$ cat src/rtl/alu_sequencer.sv
// rtl/alu_sequencer.sv - tick-paced FSM stepping an external ALU through ADD/SUB/AND/OR/XOR
module alu_sequencer #(
    parameter int WIDTH       = 4,
    parameter bit AUTO_REPEAT = 1'b0
) (
    input  logic             clock50Mhz,
    input  logic             reset,
    input  logic             tick,
    input  logic             start,
    input  logic             hold,
    input  logic [WIDTH-1:0] InputA,
    input  logic [WIDTH-1:0] InputB,
    input  logic [WIDTH-1:0] AluOut,
    input  logic             AluCarry,
    output logic [WIDTH-1:0] OpA,
    output logic [WIDTH-1:0] OpB,
    output logic [2:0]       AluOp,
    output logic [WIDTH-1:0] Result,
    output logic             ResultCarry,
    output logic [2:0]       PrState,
    output logic [2:0]       NxState,
    output logic             Busy,
    output logic             Done
);

    typedef enum logic [2:0] {
        IDLE  = 3'b000,
        LOAD  = 3'b001,
        S_ADD = 3'b010,
        S_SUB = 3'b011,
        S_AND = 3'b100,
        S_OR  = 3'b101,
        S_XOR = 3'b110,
        DONE  = 3'b111
    } state_t;

    state_t state;
    state_t next_state;
    logic   adv;
    logic   in_op_state;

    assign adv         = tick & ~hold;
    assign in_op_state = (state >= S_ADD) && (state <= S_XOR);

    // next_state is where an advance would go; hold only masks what NxState shows
    always_comb begin
        next_state = state;
        case (state)
            IDLE:    next_state = start ? LOAD : IDLE;
            LOAD:    next_state = S_ADD;
            S_ADD:   next_state = S_SUB;
            S_SUB:   next_state = S_AND;
            S_AND:   next_state = S_OR;
            S_OR:    next_state = S_XOR;
            S_XOR:   next_state = DONE;
            DONE:    next_state = (AUTO_REPEAT && start) ? LOAD : IDLE;
            default: next_state = IDLE;
        endcase
    end

    always_comb begin
        AluOp = 3'b000;
        case (state)
            S_ADD:   AluOp = 3'b000;
            S_SUB:   AluOp = 3'b001;
            S_AND:   AluOp = 3'b010;
            S_OR:    AluOp = 3'b011;
            S_XOR:   AluOp = 3'b100;
            default: AluOp = 3'b000;
        endcase
    end

    assign PrState = state;
    assign NxState = hold ? state : next_state;

    always_ff @(posedge clock50Mhz) begin
        if (reset) begin
            state       <= IDLE;
            OpA         <= '0;
            OpB         <= '0;
            Result      <= '0;
            ResultCarry <= 1'b0;
            Busy        <= 1'b0;
            Done        <= 1'b0;
        end else begin
            Done <= 1'b0;
            if (adv) begin
                state <= next_state;
                Busy  <= (next_state != IDLE);
                Done  <= (next_state == DONE);
                if (state == LOAD) begin
                    OpA <= InputA;
                    OpB <= InputB;
                end
                // each run starts with a clean result, whether from IDLE or auto-repeat
                if (next_state == LOAD) begin
                    Result      <= '0;
                    ResultCarry <= 1'b0;
                end else if (in_op_state) begin
                    Result      <= AluOut;
                    ResultCarry <= AluCarry;
                end
            end
        end
    end

endmodule

$ cat config.mk
export PLATFORM = sky130hd
export DESIGN_NAME = alu_sequencer
export DESIGN_NICKNAME = d
export VERILOG_FILES = /design/src/rtl/alu_sequencer.sv
export SDC_FILE = /design/constraint.sdc
export NUM_CORES = 1
export LEC_CHECK = 0
export ABC_AREA = 0
export BUFFER_PORTS_ARGS = -buffer_cell sky130_fd_sc_hd__buf_2
export CAP_MARGIN = 0
export CORE_UTILIZATION = 30
export DETAILED_ROUTE_END_ITERATION = 10
export PLACE_DENSITY_LB_ADDON = 0.15
export SLEW_MARGIN = 20
export SYNTH_ARGS = -nofsm -noshare
export SYNTH_HDL_FRONTEND = slang
export SYNTH_SLANG_ARGS = --single-unit
$ cat constraint.sdc
create_clock -name clock50Mhz -period 1.37 [get_ports clock50Mhz]
set_input_delay 0.274 -clock clock50Mhz [delete_from_list [all_inputs] [get_ports clock50Mhz]]
set_output_delay 0.274 -clock clock50Mhz [all_outputs]
set_load 0.01 [all_outputs]
# Yosys cells after proc, flatten, opt, wreduce, memory -nomap -nowiden
# Index checks and enable logic that the tools add are counted.
# op_classes
order_cmp	2
eq_ne	9
mux	8
bitwise	3
reduce_logical	7
# ops
operator	count
$pmux 3 s8	1
$eq 3x3->1 const B	5
$pmux 3 s4	1
$mux 4	2
$eq 3x1->1 const B	2
$eq 3x2->1 const B	2
$reduce_and 2->1	2
$ge 3x2->1 const B	1
$le 3x3->1 const B	1
$logic_not 3->1	1
$mux 1	3
$mux 3	1
$reduce_bool 3->1	1
$not 1->1	2
$reduce_bool 2->1	1
$reduce_or 2->1	1
$and 1x1->1	1
$logic_and 1x1->1	1
# word_totals
regBits	18
input_bits	18
output_inout_bits	24
wordCells	36

# Logic depth before layout (Yosys ltp)
# depth
ltp_word	5
depth_mapped	5
depth_no_buf	3

# Least setup slack after synthesis
# OpenSTA, ideal clock, no wires.
# synth_timing
kind	reg2reg
startpoint	register state[2], in the netlist PrState[2]
endpoint	register ResultCarry
setup_time_ns	0.118
t_arrival_ns	1.172
path_slack_ns	0.080
path_stages_with_launch	5
path_buffers	1
cell_sequence	dfxtp_1 buf_2 or4b_4 nand3b_1 mux2i_1
# synth_between
elab_chain_len	5
elab_cells_between_ends	16
classes_between	2 x order compare; 8 x eq/ne; 2 x mux; 4 x reduce/logical
# synth_lines
item	line_no	rtl
from (decl)	37	state_t state;
from (signal assigned)	88	state <= next_state;
$eq 3x3->1, or another cell as far along	48	case (state)
$pmux 3 s8	48	
$eq 3x1->1	96	if (next_state == LOAD) begin
$reduce_bool 2->1 (no line)	--	
$reduce_and 2->1 (no line)	--	
to (signal assigned)	101	ResultCarry <= AluCarry;
to (decl)	19	output logic ResultCarry,
# Parallel ways exist; a longest one is shown, timed or not.
# A chain may end at the register's enable or synchronous reset.

# Final worst setup path
# layout_timing
startpoint	register state[2], in the netlist PrState[2]
endpoint	output port NxState[0]
# layout_between
elab_chain_len	3
elab_cells_between_ends	10
classes_between	7 x eq/ne; 2 x mux; 1 x reduce/logical
# layout_lines
item	line_no	rtl
$eq 3x3->1, or another cell as far along	48	
$pmux 3 s8 *	48	
$mux 3 *	74	assign NxState = hold ? state : next_state;
to (decl)	21	output logic [2:0] NxState,
# Every way passes the cells marked *; elsewhere a longest branch is shown, timed or not.

==> flow_metrics.tcl <==
set metrics [dict create \
    maxSlewHeadroom_pct 76.0 \
    slew_violations 0 \
    grt-ovfl-total 0 \
    synth_nets 116 \
    postSynthAreaPerCell_um2 8.75 \
    cap_violations 0 \
    min_path_cells 3 \
    fmax_ghz 0.679 \
    pwr-share-comb_pct 16.1 \
    ys_types 25 \
    drt-pass1-iter-count 4 \
    r2r_cells 4 \
    clk_pin_slew_ns 0.09 \
    syn_inst 98 \
    drc_errors 0 \
    cts_hold_buf 0 \
    die_area_mm2 0.00307 \
    antenna_cells 0 \
    ir_drop_uv 683 \
    seqPwrFrac_pct 57.2 \
    grt_max_degree 24 \
    sw_frac_of_total_pct 24.2 \
    final_common_cell "buf_2" \
    cts_tree "done" \
    power.internal_mw 0.711 \
    cts_buffers 3 \
    die_h_um 55.5 \
    path_buf_inv 1 \
    yosysSeqAreaShare_pct 42.0 \
    crit_slowest_cell "dfxtp_4" \
    initial_core_util_pct 31.4 \
    core_area_mm2 0.00273 \
    layout-drive-gt1-share_pct 46.9 \
    critPathKind "flop to primary output" \
    cp_max_fo 5 \
    violations "setup timing" \
    cp-end-kind "primary output" \
    period_needed_ns 1.47 \
    tightestPinTransition_ns 0.360 \
    synth_seq_cells 18 \
    grt_pass1_vias 794 \
    htree_levels 1 \
    powerDensity_mw_per_mm2 746 \
    finalSetupViolCount 3 \
    die_w_um 55.5 \
    pre_cts_slack_ns 0.00543 \
    io_buffers 41 \
    design_area_mm2 0.00126 \
    wirelength_um 2180 \
    p_leak_nw 0.595 \
    slowest_delay_ns 0.38 \
    post_drt_wl_per_cell_um 12.2 \
    switching_power_mw 0.228 \
    fin_ws_ns -0.103 \
    clock_latency_ns 0.29 \
    arrival_ns 1.20 \
    cp-start-kind "flop" \
    dp_hpwl_um 1500 \
    vias_per_cell 4.99 \
    netlist_area_um2 857 \
    cts-root-buf "clkbuf_4" \
    crit_required_ns 1.10 \
    syn_to_final_growth_pct 46.9 \
    final_antenna_net_count 0 \
    fin_crit_sh_pct 108 \
    hold_ws_ns 0.228 \
    most-common-layout-cells "buf_2 (40), dfxtp_1 (15), a21oi_1 (11)" \
    hold_violations 0 \
    hold_class "input port to flop" \
    final_util_pct 46.0 \
    rsz0062_at_grt "true" \
    finalNetCount 167 \
    clkSinkCount 18 \
    io_pins 42 \
    worstPathCellList "nor3_4 > nor3_1 > a21o_1 > buf_2" \
    clk_path_buf_depth 2 \
    outcome "finished, violations left" \
    cp_top_family "flip-flops" \
    via_count 888 \
    track_usage_pct 14.0 \
    grt_pass1_wl_um 3460 \
    cp.depth 4 \
    gp_congestion 0.723 \
    ys_warn_count 0 \
    drt_iter0_markers 22 \
    row_count 19 \
    skew_ns 0.00121 \
    pwr-share-clk_pct 26.6 \
    setup_tns_ns -0.241 \
    antenna_found_initial 0 \
    postPlaceCellArea_mm2 0.00109 \
]
tightest hold or removal path: stages:
cell     delay, ns
buf_2         0.09
nand3_1       0.05
a21oi_1       0.05
metrics by stage:
step	std cells	power, mW
after floorplan	98	0.624
after global placement	166	0.677
after detailed placement	166	0.679
after CTS	174	0.937
after global routing	178	0.988
final	178	0.939
flip-flops by register name, indices dropped and copies added, names as in the netlist:
signal / flops
ResultCarry: 1
OpB: 4
Done: 1
OpA: 4
Result: 4
Busy: 1
PrState: 3
final timing paths:
path                                  from         end  slack, ns
worst max-delay path            PrState[2]  NxState[0]      -0.10
worst min-delay path             InputA[0]      OpA[0]       0.23
worst max register to register  PrState[0]   Result[2]       0.01
worst min register to register        Busy        Busy       0.46
cell usage after synthesis:
library cell,count,share of area [%]
a21o_1,1,0.88
nor4_1,2,1.5
or3_1,2,1.5
or4b_4,1,1.6
o21ai_1,8,4.7
or2_1,1,0.73
nor3_1,2,1.2
buf_6,1,1.3
o21ai_0,1,0.58
xnor2_1,4,4.1
nor2b_1,2,1.5
and3b_1,1,1.0
dfxtp_1,18,42
nand2_1,4,1.8
clkbuf_1,2,0.88
a311o_1,1,1.2
buf_2,5,2.9
a21oi_1,11,6.4
nand2b_2,1,1.0
a211o_1,1,1.0
nand3_1,8,4.7
nand2b_1,6,4.4
nor2_1,3,1.3
nand3b_1,7,6.1
mux2i_1,5,5.8
power groups by stage:
stage | sequential (mW) | clock (mW) | combinational, mW
after floorplan | 0.557 | 0 | 0.0674
after global placement | 0.555 | 0 | 0.122
after detailed placement | 0.555 | 0 | 0.124
after CTS | 0.538 | 0.262 | 0.137
after global routing | 0.540 | 0.284 | 0.164
final | 0.538 | 0.250 | 0.151
logic make-up (layout without fill, tap and decap cells):
logic type | Yosys count | after routing | synth area share, %
AO/OA/AOI/OAI | 23 | 23 | 14.7
AND/OR/NAND/NOR | 40 | 40 | 28.2
buffers and inverters | 8 | 57 | 5.11
flip-flops | 18 | 18 | 42.0
XOR/XNOR | 4 | 4 | 4.09
multiplexers | 5 | 5 | 5.84
per-layer routing:
metal / track usage [%] / vias to the layer above / wire length, um
li1: - / 445 / -
met1: 17.3 / 416 / 968
met2: 23.6 / 25 / 1100
met3: 4.45 / 2 / 103
met4: 3.21 / 0 / 8
met5: 0 / - / 0
area by class of cell:
cell class | instances | area (um2)
Sequential cell | 18 | 372
Timing Repair Buffer | 54 | 328
Multi-Input combinational cell | 72 | 498
Tap cell | 31 | 38.8
Clock buffer | 3 | 22.5
Fill cell | 279 | 1480
timing repair:
action	in CTS	in global routing
pin swaps	1	5
setup endpoints to repair	8	11
buffers inserted	5	4
gates resized for setup	13	10
Power figures use the tool's default switching activity.
